### config.mk
export PLATFORM = sky130hd
export DESIGN_NAME = div_iter
export DESIGN_NICKNAME = d
export VERILOG_FILES = /design/src/rtl/div_iter.sv
export SDC_FILE = /design/constraint.sdc
export NUM_CORES = 1
export LEC_CHECK = 0
export BUFFER_PORTS_ARGS = -buffer_cell sky130_fd_sc_hd__buf_2
export CAP_MARGIN = 20
export CORE_ASPECT_RATIO = 0.5
export CORE_MARGIN = 5
export CORE_UTILIZATION = 50
export DETAILED_ROUTE_END_ITERATION = 10
export PLACE_DENSITY = 0.72
export SLEW_MARGIN = 20
export SYNTH_ARGS = -nofsm -noshare
export SYNTH_HDL_FRONTEND = slang
export SYNTH_SLANG_ARGS = --single-unit
### constraint.sdc
create_clock -name clock -period 3.8 [get_ports clock]
set_input_delay 0.38 -clock clock [delete_from_list [all_inputs] [get_ports clock]]
set_output_delay 0.38 -clock clock [all_outputs]
set_load 0.03 [all_outputs]
### src/rtl/div_iter.sv
// Iterative radix-2 restoring divider for DIV/DIVU/REM/REMU.
// One operation at a time. The latency is fixed at XLEN+2 cycles from the
// accepted start to the done pulse, and the special cases use the same
// latency (there is no early exit).
//
// Handshake: start is sampled only in IDLE or DONE, and only when flush is
// low. While busy is high, start is ignored and is not queued. done is a
// one-cycle pulse. quotient and remainder are valid from the done cycle
// onward and hold their values until the next completed operation.
module div_iter #(
    parameter int XLEN  = 32,
    parameter int CNT_W = $clog2(XLEN) + 1
) (
    input  logic            clock,
    input  logic            reset,
    input  logic            start,
    input  logic            is_signed,
    input  logic [XLEN-1:0] dividend,
    input  logic [XLEN-1:0] divisor,
    input  logic            flush,
    output logic            busy,
    output logic [XLEN-1:0] quotient,
    output logic [XLEN-1:0] remainder,
    output logic            done,
    output logic [1:0]      dbg_state
);

    typedef enum logic [1:0] {
        S_IDLE = 2'd0,
        S_CALC = 2'd1,
        S_FIX  = 2'd2,
        S_DONE = 2'd3
    } state_t;

    state_t            state_q, state_d;
    logic [CNT_W-1:0]  cnt_q, cnt_d;
    // The partial remainder is held in XLEN bits. The shifted value and the
    // trial subtraction are XLEN+1 bits wide so the borrow is visible.
    logic [XLEN-1:0]   rem_q, rem_d;
    logic [XLEN-1:0]   quo_q, quo_d;
    logic [XLEN-1:0]   dvs_mag_q, dvs_mag_d;
    logic [XLEN-1:0]   dvd_raw_q, dvd_raw_d;
    logic [XLEN-1:0]   dvs_raw_q, dvs_raw_d;
    logic              sgn_op_q, sgn_op_d;
    logic              sign_q_q, sign_q_d;
    logic              sign_r_q, sign_r_d;
    logic [XLEN-1:0]   quotient_q, quotient_d;
    logic [XLEN-1:0]   remainder_q, remainder_d;

    logic [XLEN:0]     rem_shift;
    logic [XLEN:0]     trial;
    logic [XLEN-1:0]   q_fix;
    logic [XLEN-1:0]   r_fix;
    logic              div_zero;
    logic              sgn_ovf;

    // Datapath: one restoring step, then the sign fixup and the special-case overrides
    always_comb begin
        rem_shift = {rem_q, quo_q[XLEN-1]};
        trial     = rem_shift - {1'b0, dvs_mag_q};
        div_zero  = (dvs_raw_q == '0);
        sgn_ovf   = sgn_op_q && (dvd_raw_q == {1'b1, {(XLEN-1){1'b0}}})
                    && (dvs_raw_q == '1);
        q_fix     = sign_q_q ? (XLEN'(0) - quo_q) : quo_q;
        r_fix     = sign_r_q ? (XLEN'(0) - rem_q) : rem_q;
        if (div_zero) begin
            q_fix = '1;
            r_fix = dvd_raw_q;
        end else if (sgn_ovf) begin
            q_fix = dvd_raw_q;
            r_fix = '0;
        end
    end

    // Next-state and register-update logic for the divider FSM
    always_comb begin
        state_d     = state_q;
        cnt_d       = cnt_q;
        rem_d       = rem_q;
        quo_d       = quo_q;
        dvs_mag_d   = dvs_mag_q;
        dvd_raw_d   = dvd_raw_q;
        dvs_raw_d   = dvs_raw_q;
        sgn_op_d    = sgn_op_q;
        sign_q_d    = sign_q_q;
        sign_r_d    = sign_r_q;
        quotient_d  = quotient_q;
        remainder_d = remainder_q;
        case (state_q)
            S_IDLE, S_DONE: begin
                state_d = S_IDLE;
                if (start && !flush) begin
                    state_d   = S_CALC;
                    cnt_d     = '0;
                    rem_d     = '0;
                    quo_d     = (is_signed && dividend[XLEN-1]) ? (XLEN'(0) - dividend) : dividend;
                    dvs_mag_d = (is_signed && divisor[XLEN-1]) ? (XLEN'(0) - divisor) : divisor;
                    dvd_raw_d = dividend;
                    dvs_raw_d = divisor;
                    sgn_op_d  = is_signed;
                    sign_q_d  = (is_signed & dividend[XLEN-1]) ^ (is_signed & divisor[XLEN-1]);
                    sign_r_d  = is_signed & dividend[XLEN-1];
                end
            end
            S_CALC: begin
                if (flush) begin
                    state_d = S_IDLE;
                end else begin
                    cnt_d = cnt_q + CNT_W'(1);
                    if (!trial[XLEN]) begin
                        rem_d = trial[XLEN-1:0];
                        quo_d = {quo_q[XLEN-2:0], 1'b1};
                    end else begin
                        rem_d = rem_shift[XLEN-1:0];
                        quo_d = {quo_q[XLEN-2:0], 1'b0};
                    end
                    if (cnt_q == CNT_W'(XLEN-1)) begin
                        state_d = S_FIX;
                    end
                end
            end
            S_FIX: begin
                if (flush) begin
                    state_d = S_IDLE;
                end else begin
                    quotient_d  = q_fix;
                    remainder_d = r_fix;
                    state_d     = S_DONE;
                end
            end
            default: state_d = S_IDLE;
        endcase
    end

    // State and datapath registers; reset aborts any operation in flight
    always_ff @(posedge clock) begin
        if (reset) begin
            state_q     <= S_IDLE;
            cnt_q       <= '0;
            rem_q       <= '0;
            quo_q       <= '0;
            dvs_mag_q   <= '0;
            dvd_raw_q   <= '0;
            dvs_raw_q   <= '0;
            sgn_op_q    <= 1'b0;
            sign_q_q    <= 1'b0;
            sign_r_q    <= 1'b0;
            quotient_q  <= '0;
            remainder_q <= '0;
        end else begin
            state_q     <= state_d;
            cnt_q       <= cnt_d;
            rem_q       <= rem_d;
            quo_q       <= quo_d;
            dvs_mag_q   <= dvs_mag_d;
            dvd_raw_q   <= dvd_raw_d;
            dvs_raw_q   <= dvs_raw_d;
            sgn_op_q    <= sgn_op_d;
            sign_q_q    <= sign_q_d;
            sign_r_q    <= sign_r_d;
            quotient_q  <= quotient_d;
            remainder_q <= remainder_d;
        end
    end

    assign busy      = (state_q == S_CALC) || (state_q == S_FIX);
    assign done      = (state_q == S_DONE);
    assign quotient  = quotient_q;
    assign remainder = remainder_q;
    assign dbg_state = state_q;

endmodule

==> metrics.yaml, run 1 <==
job:
  maxCapViolCount: 0
clocking:
  post_cts_buffers: 0
  clock-sinks: 234
  cts_buffers: 23
  post_cts_resized: 0
  cts-root-buf: "clkbuf_16"
  cts_hold_buf: 0
  cts_max_level: 1
  worst_skew_pair.late_latency_ns: 0.53
  clkTransAtPathRegs_ns: 0.06
  cts_tree: "done"
  cts_buffer_depth: 3
timing:
  setup_violations: 0
  finClkSkew_ns: 0.0131
  relSlewSlack_pct: 28.4
  final.period_utilization_pct: 96.1
  final-hold-violation-count: 0
  fin_crit_ns: 3.65
  rsz0062_at_grt: "no"
  worstMarginPinSlew_ns: 1.07
  finalMaxSlewViolations: 0
  timing.fmax_ghz: 0.274
  setup_tns_ns: 0
  holdWs_ns: 0.125
  setup_ws_ns: 0.150
route:
  via_per_inst: 5.81
  drtIter0Drc: 1169
  drcViolationCount: 0
  ant_nets: 0
  via_count: 12900
  drt-pass1-iter-count: 5
  avgRoutedWirePerCell_um: 17.6
  wirelength_mm: 39.0
layout:
  nets: 1957
  drive_above_1_share_pct: 12.8
  area_growth_pct: 13.6
  final_cells: 2213
synth:
  netlist_instances: 1751
  syn_avg_cell_area_um2: 7.63
  synth_cell_types: 63
  synth_common_cells: "268 x nand2_1, 234 x dfxtp_1, 171 x a21oi_1"
  syn-num-nets: 1861
  synth_edf_count: 0
  yosysMostFrequentCell: "nand2_1"
  async_flop_share_pct: 0
  netlist_area_um2: 13400
  synth_top_cell_by_area: "dfxtp_1"
  synth_top_area_share_pct: 35.1
  synth-main-ff-cell: "dfxtp_1"
  ys.warnings.count: 0
  ys_top_cells_by_area: "dfxtp_1 35%, nand2_1 7.5%, xnor2_1 6.5%, a21oi_1 6.4%, nor2_1 4.4%"
  ys_seq_elements: 234
  seq_area_frac_synth_pct: 35.1
placed_design:
  gp_congestion: 0.916
  dp_slack_ns: 0.0765
  hpwl_mm: 28.0
  dp_cells: 2174
  portBuffers: 136
power_and_ir_drop:
  combPwrFrac_pct: 15.3
  powerDensity_nw_per_um2: 376
  peakVddDrop_mv: 0.294
  internal_power_uw: 4110
  pwr-share-seq_pct: 46.0
  p_clk_share_pct: 38.7
  p_sw_uw: 1590
  leakage_uw: 0.00589
  p_total_uw: 5700
  swShare_pct: 27.9
global_routing:
  grt_start_max_net_pins: 99
  grt_pass1_wl_mm: 61.9
  grt-ovfl-total: 0
  grtUsageTotal_pct: 24.6
  grt_pass1_vias: 11500
  antenna_found_initial: 1
die:
  coreArea_um2: 26400
  rows: 42
  io-pin-count: 137
  die_height_um: 126
  start_util_pct: 50.6
  die-width_um: 241
  die_area_um2: 30300
setup_path:
  path_delay_family: "simple AND/OR/NAND/NOR gates"
  cp.required_ns: 4.18
  critPathKind: "reg -> reg"
  worstPathCellList: "or4_4 > or3b_4 > or4_4 > or3_4 > or3b_4 > or4_4 > o41ai_4 > xnor2_1 > a21oi_1 > nor3_1"
  max_stage_delay_ns: 0.53
  crit_arrival_ns: 4.03
  r2r_start: "quo_q[10]"
  path_buf_inv: 0
  path_max_fanout: 4
  rr_endpoint: "quotient[29]"
  worst-r2r-cell-count: 10
  startpoint_type: "register"
  cp.depth: 10
  crit_slowest_cell: "or4_4"
  ff2ff_setup_slack_ns: 0.15
  cp-end-kind: "register"
  path_common_cell: "or4_4"
worst_hold_path:
  min_path_cells: 3
  hold_class: "in -> reg"
  hold_start: "divisor[14]"
  hold_end: "dvs_raw_q[14]"
run_status:
  status: "finished, final reports clean"
power by group through the flow:
stage / Sequential [uW] / Combinational [uW] / Clock (uW)
after floorplan: 2640 / 613 / 0
after global placement: 2670 / 847 / 0
after detailed placement: 2670 / 854 / 0
after CTS: 2620 / 859 / 2240
after global routing: 2630 / 959 / 2370
final: 2620 / 874 / 2200
worst register-to-register path, delay by kind of cell (launching register included):
kind,cells,cell delay (ns)
AOI/OAI and AO/OA,2,0.39
xor gates and xnor gates,1,0.11
DFF,1,0.31
and+or+nand+nor,7,2.68
metrics by stage:
| stage | utilization [%] | instance area [um^2] |
|---|---|---|
| floorplan | - | 13400 |
| global placement | 54.8 | 14400 |
| detailed placement | 54.8 | 14400 |
| CTS | 57.4 | 15100 |
| global route | 57.5 | 15200 |
| finish | 57.5 | 15200 |
how the worst max path moves through the flow:
stage	start	to	slack (ns)
after global routing	quo_q[10]	quotient[29]	0.02
after global placement	quo_q[10]	quotient[29]	0.15
after detailed placement	quo_q[10]	quotient[29]	0.08
after floorplan	quo_q[10]	quotient[29]	0.20
final	quo_q[10]	quotient[29]	0.15
after CTS	quo_q[10]	quotient[29]	0.06
layout make-up:
cell class	instances	area, um^2
fill	2550	11200
multi-input combinational	1357	8130
sequential	234	4690
timing repair buffer	177	1010
clock buffer	33	643
tap	352	440
inverter	54	203
clock inverter	5	53.8
antenna	1	2.50
sequential cells by signal, summed over array words and instances (netlist names), 2 cells and up:
name and count:
rem_q 32, dbg_state 2, dvs_mag_q 32, dvs_raw_q 31
remainder 32, dvd_raw_q 32, quotient 32, cnt_q 6
quo_q 32
cell usage in the layout (no fill, tap or decap), types with 10 or more instances in the layout:
cell type	synthesis	layout
or3_1	13	13
nor4_1	22	22
nand4_1	16	16
a21oi_1	171	171
buf_2	0	135
dfxtp_1	234	233
nor2_1	157	154
mux2i_1	18	18
nand3_1	25	25
ha_1	40	40
nand3b_1	17	17
buf_4	0	40
nand2_1	268	268
nand2b_1	16	16
o41ai_1	15	15
xnor2_1	99	98
a32oi_1	10	10
or4_1	14	13
a211oi_1	47	47
a21o_1	14	14
clkbuf_16	0	23
a221oi_1	28	28
xor2_1	44	44
inv_1	54	54
o31ai_1	26	26
nor2b_1	12	10
nor3_1	87	87
o21ai_0	114	114
routing by layer:
layer	GRT usage (%)	part of all wire [%]
met1	36.3	48
met2	37.9	44
met4	5.27	2.1
met5	0	0.051
met3	3.83	6.3
cell families after synthesis:
logic type,synth area share [%]
muxes,1.52
DFF,35.1
xor gates and xnor gates,9.38
AOI/OAI and AO/OA,22.3
buffers and inverters,4.50
adders and majority gates,3.90
and+or+nand+nor,23.3
(Power assumes the default switching activity.)
==> run 2: changes to the inputs <==
BUFFER_PORTS_ARGS = not set   (was -buffer_cell sky130_fd_sc_hd__buf_2)
DONT_BUFFER_PORTS = 1   (was not set)
PLACE_DENSITY = 0.68   (was 0.72)
SKIP_LAST_GASP = 1   (was not set)
==> run 2 against run 1 <==
Net effect: combinational power decreased by 2%; critical path depth stayed put; register-to-register slack worse by 0.07 ns; cell area increased by 0.21%; total power grew 3.3%; non-clock buffer count down 73.
==> metrics.yaml, run 2 (synthesis gave the netlist of run 1 again) <==
layout:
  num_antenna_cells: 0  # -1
  nets: 1884  # -3.7%
  layout_common_cells: "268 x nand2_1, 234 x dfxtp_1, 171 x a21oi_1"
  layout_commonest_cell: "nand2_1"
  area_growth_pct: 13.8
  design_area_um2: 15200  # +0.21%
  drive_above_1_share_pct: 5.87  # -7.0 points
die:
  die_area_um2: 30300  # unchanged
  coreArea_um2: 26400  # unchanged
  start_util_pct: 50.6  # unchanged
  die_height_um: 126  # unchanged
  die-width_um: 241  # unchanged
  io-pin-count: 137  # unchanged
  rows: 42  # unchanged
timing:
  rsz0062_at_grt: "yes"
  holdWs_ns: 0.00999  # -0.115 ns
  final-hold-violation-count: 0  # unchanged
  timing.fmax_ghz: 0.269  # -1.9%
  fin_crit_ns: 3.72  # +0.0725 ns
  finalMaxSlewViolations: 0  # unchanged
  setup_violations: 0  # unchanged
  relSlewSlack_pct: 35.0  # +6.6 points
  finClkSkew_ns: 0.0233  # +0.0102 ns
  final.period_utilization_pct: 98.0  # +1.9 points
  worstMarginPinSlew_ns: 0.974  # -0.0996 ns
clocking:
  cts-root-buf: "clkbuf_16"
  cts_tree: "done"
  worst_skew_pair.late_latency_ns: 0.55  # +0.02 ns
  clock-sinks: 234  # unchanged
  post_cts_buffers: 0  # unchanged
  cts_max_level: 1  # unchanged
  clkTransAtPathRegs_ns: 0.07  # about the same
  cts_buffer_depth: 3  # unchanged
  cts_buffers: 23  # unchanged
placed_design:
  place_area_um2: 13700  # -4.9%
  gp_congestion: 0.933  # +1.8%
  portBuffers: 0  # -100%
  hpwl_mm: 29.0  # +3.5%
setup_path:
  max_stage_delay_ns: 0.55  # +0.02 ns
  crit_arrival_ns: 4.11  # +0.08 ns
  crit_slowest_cell: "or4_1"
  path_max_fanout: 4  # unchanged
  r2r_start: "quo_q[10]"
  worstPathCellList: "or4_1 > or3b_4 > or4_4 > or3_4 > or3b_4 > or4_4 > o41ai_4 > xnor2_1 > a21oi_1 > nor3_1"
  startpoint_type: "register"
  critPathKind: "reg -> reg"
  cp.required_ns: 4.19  # about the same
  critPathLaunch: "quo_q[10]"
  cp-end-kind: "register"
route:
  via_per_inst: 6.04  # +4.0%
  drtIter0Drc: 1412  # +21%
  wirelength_mm: 41.5  # +6.5%
  drt-pass1-iter-count: 5  # unchanged
  ant_nets: 0  # unchanged
  drcViolationCount: 0  # unchanged
  avgRoutedWirePerCell_um: 19.4  # +10%
  via_count: 12900  # +0.64%
global_routing:
  grt_pass1_vias: 12300  # +6.7%
  grt_pass1_wl_mm: 66.5  # +7.5%
  grt_start_max_net_pins: 198  # +100%
  grtUsageTotal_pct: 26.6  # +2.0 points
  grt-ovfl-total: 0  # unchanged
  antenna_found_initial: 0  # -1
power_and_ir_drop:
  p_total_uw: 5890  # +3.3%
  leakage_uw: 0.00557  # -5.6%
  powerDensity_nw_per_um2: 387  # +3.1%
  peakVddDrop_mv: 0.295  # +0.40%
worst_hold_path:
  hold_class: "in -> reg"
  hold_start: "dividend[4]"
run_status:
  status: "finished, final reports clean"
job:
  maxCapViolCount: 0  # unchanged
## run 2: cell types whose count changed in the layout (fill, tap and decap cells not counted), moves of 2 or more
cell	change
dlygate4sd3_1	+64
clkbuf_8	+4
clkbuf_1	-4
buf_2	-135
buf_4	-2
## run 2: timing repair
action	CTS	global route
hold buffers	64	1
setup endpoints to repair	0	2
hold endpoints to repair	202	1
resized for setup	0	2
## run 2: worst paths after layout
path,end,slack (ns),cells after the start
min reg2reg,dvs_mag_q[30],0.46,2
max,quotient[29],0.08,10
max reg2reg,quotient[29],0.08,10
min,dvd_raw_q[4],0.01,2
## run 2: worst max-delay path: cells and delay by family, from the launching register on
| family | cells | cell delay (ns) |
|---|---|---|
| AOI/OAI and AO/OA | 2 | 0.40 |
| xor gates and xnor gates | 1 | 0.13 |
| DFF | 1 | 0.31 |
| and+or+nand+nor | 7 | 2.73 |
## run 2: power breakdown
part / total [uW] / switching, uW / internal (uW)
Combinational: 857 / 502 / 354
Clock: 2410 / 1020 / 1380
Sequential: 2630 / 91.3 / 2530
Total: 5890 / 1620 / 4270
## run 2: final cells by class
| class | count | area, um^2 |
|---|---|---|
| fillers | 2449 | 11200 |
| flip-flops and latches | 234 | 4680 |
| clock inverters | 7 | 88.8 |
| repair buffers | 104 | 973 |
| inverters | 54 | 203 |
| well taps | 352 | 440 |
| clock buffers | 33 | 683 |
| multi-input cells | 1357 | 8120 |
## run 2: layer usage
metal | track usage, % | routed length, um | vias to the layer above
met1 | 37.5 | 19100 | 6122
met4 | 7.36 | 1230 | 0
met5 | 0 | 0 | -
met3 | 5.02 | 3010 | 82
li1 | - | - | 6263
met2 | 41.7 | 18200 | 469
## run 2: through the flow
step	worst slack (ns)	setup TNS [ns]	utilization, %	cells
after floorplan	0.198	0	-	1751
after detailed placement	0.0333	0	52.1	2036
final	0.0770	0	57.6	2141
after global routing	-0.0865	-0.103	57.6	2141
after global placement	0.139	0	52.1	2036
after CTS	0.0115	0	57.5	2140
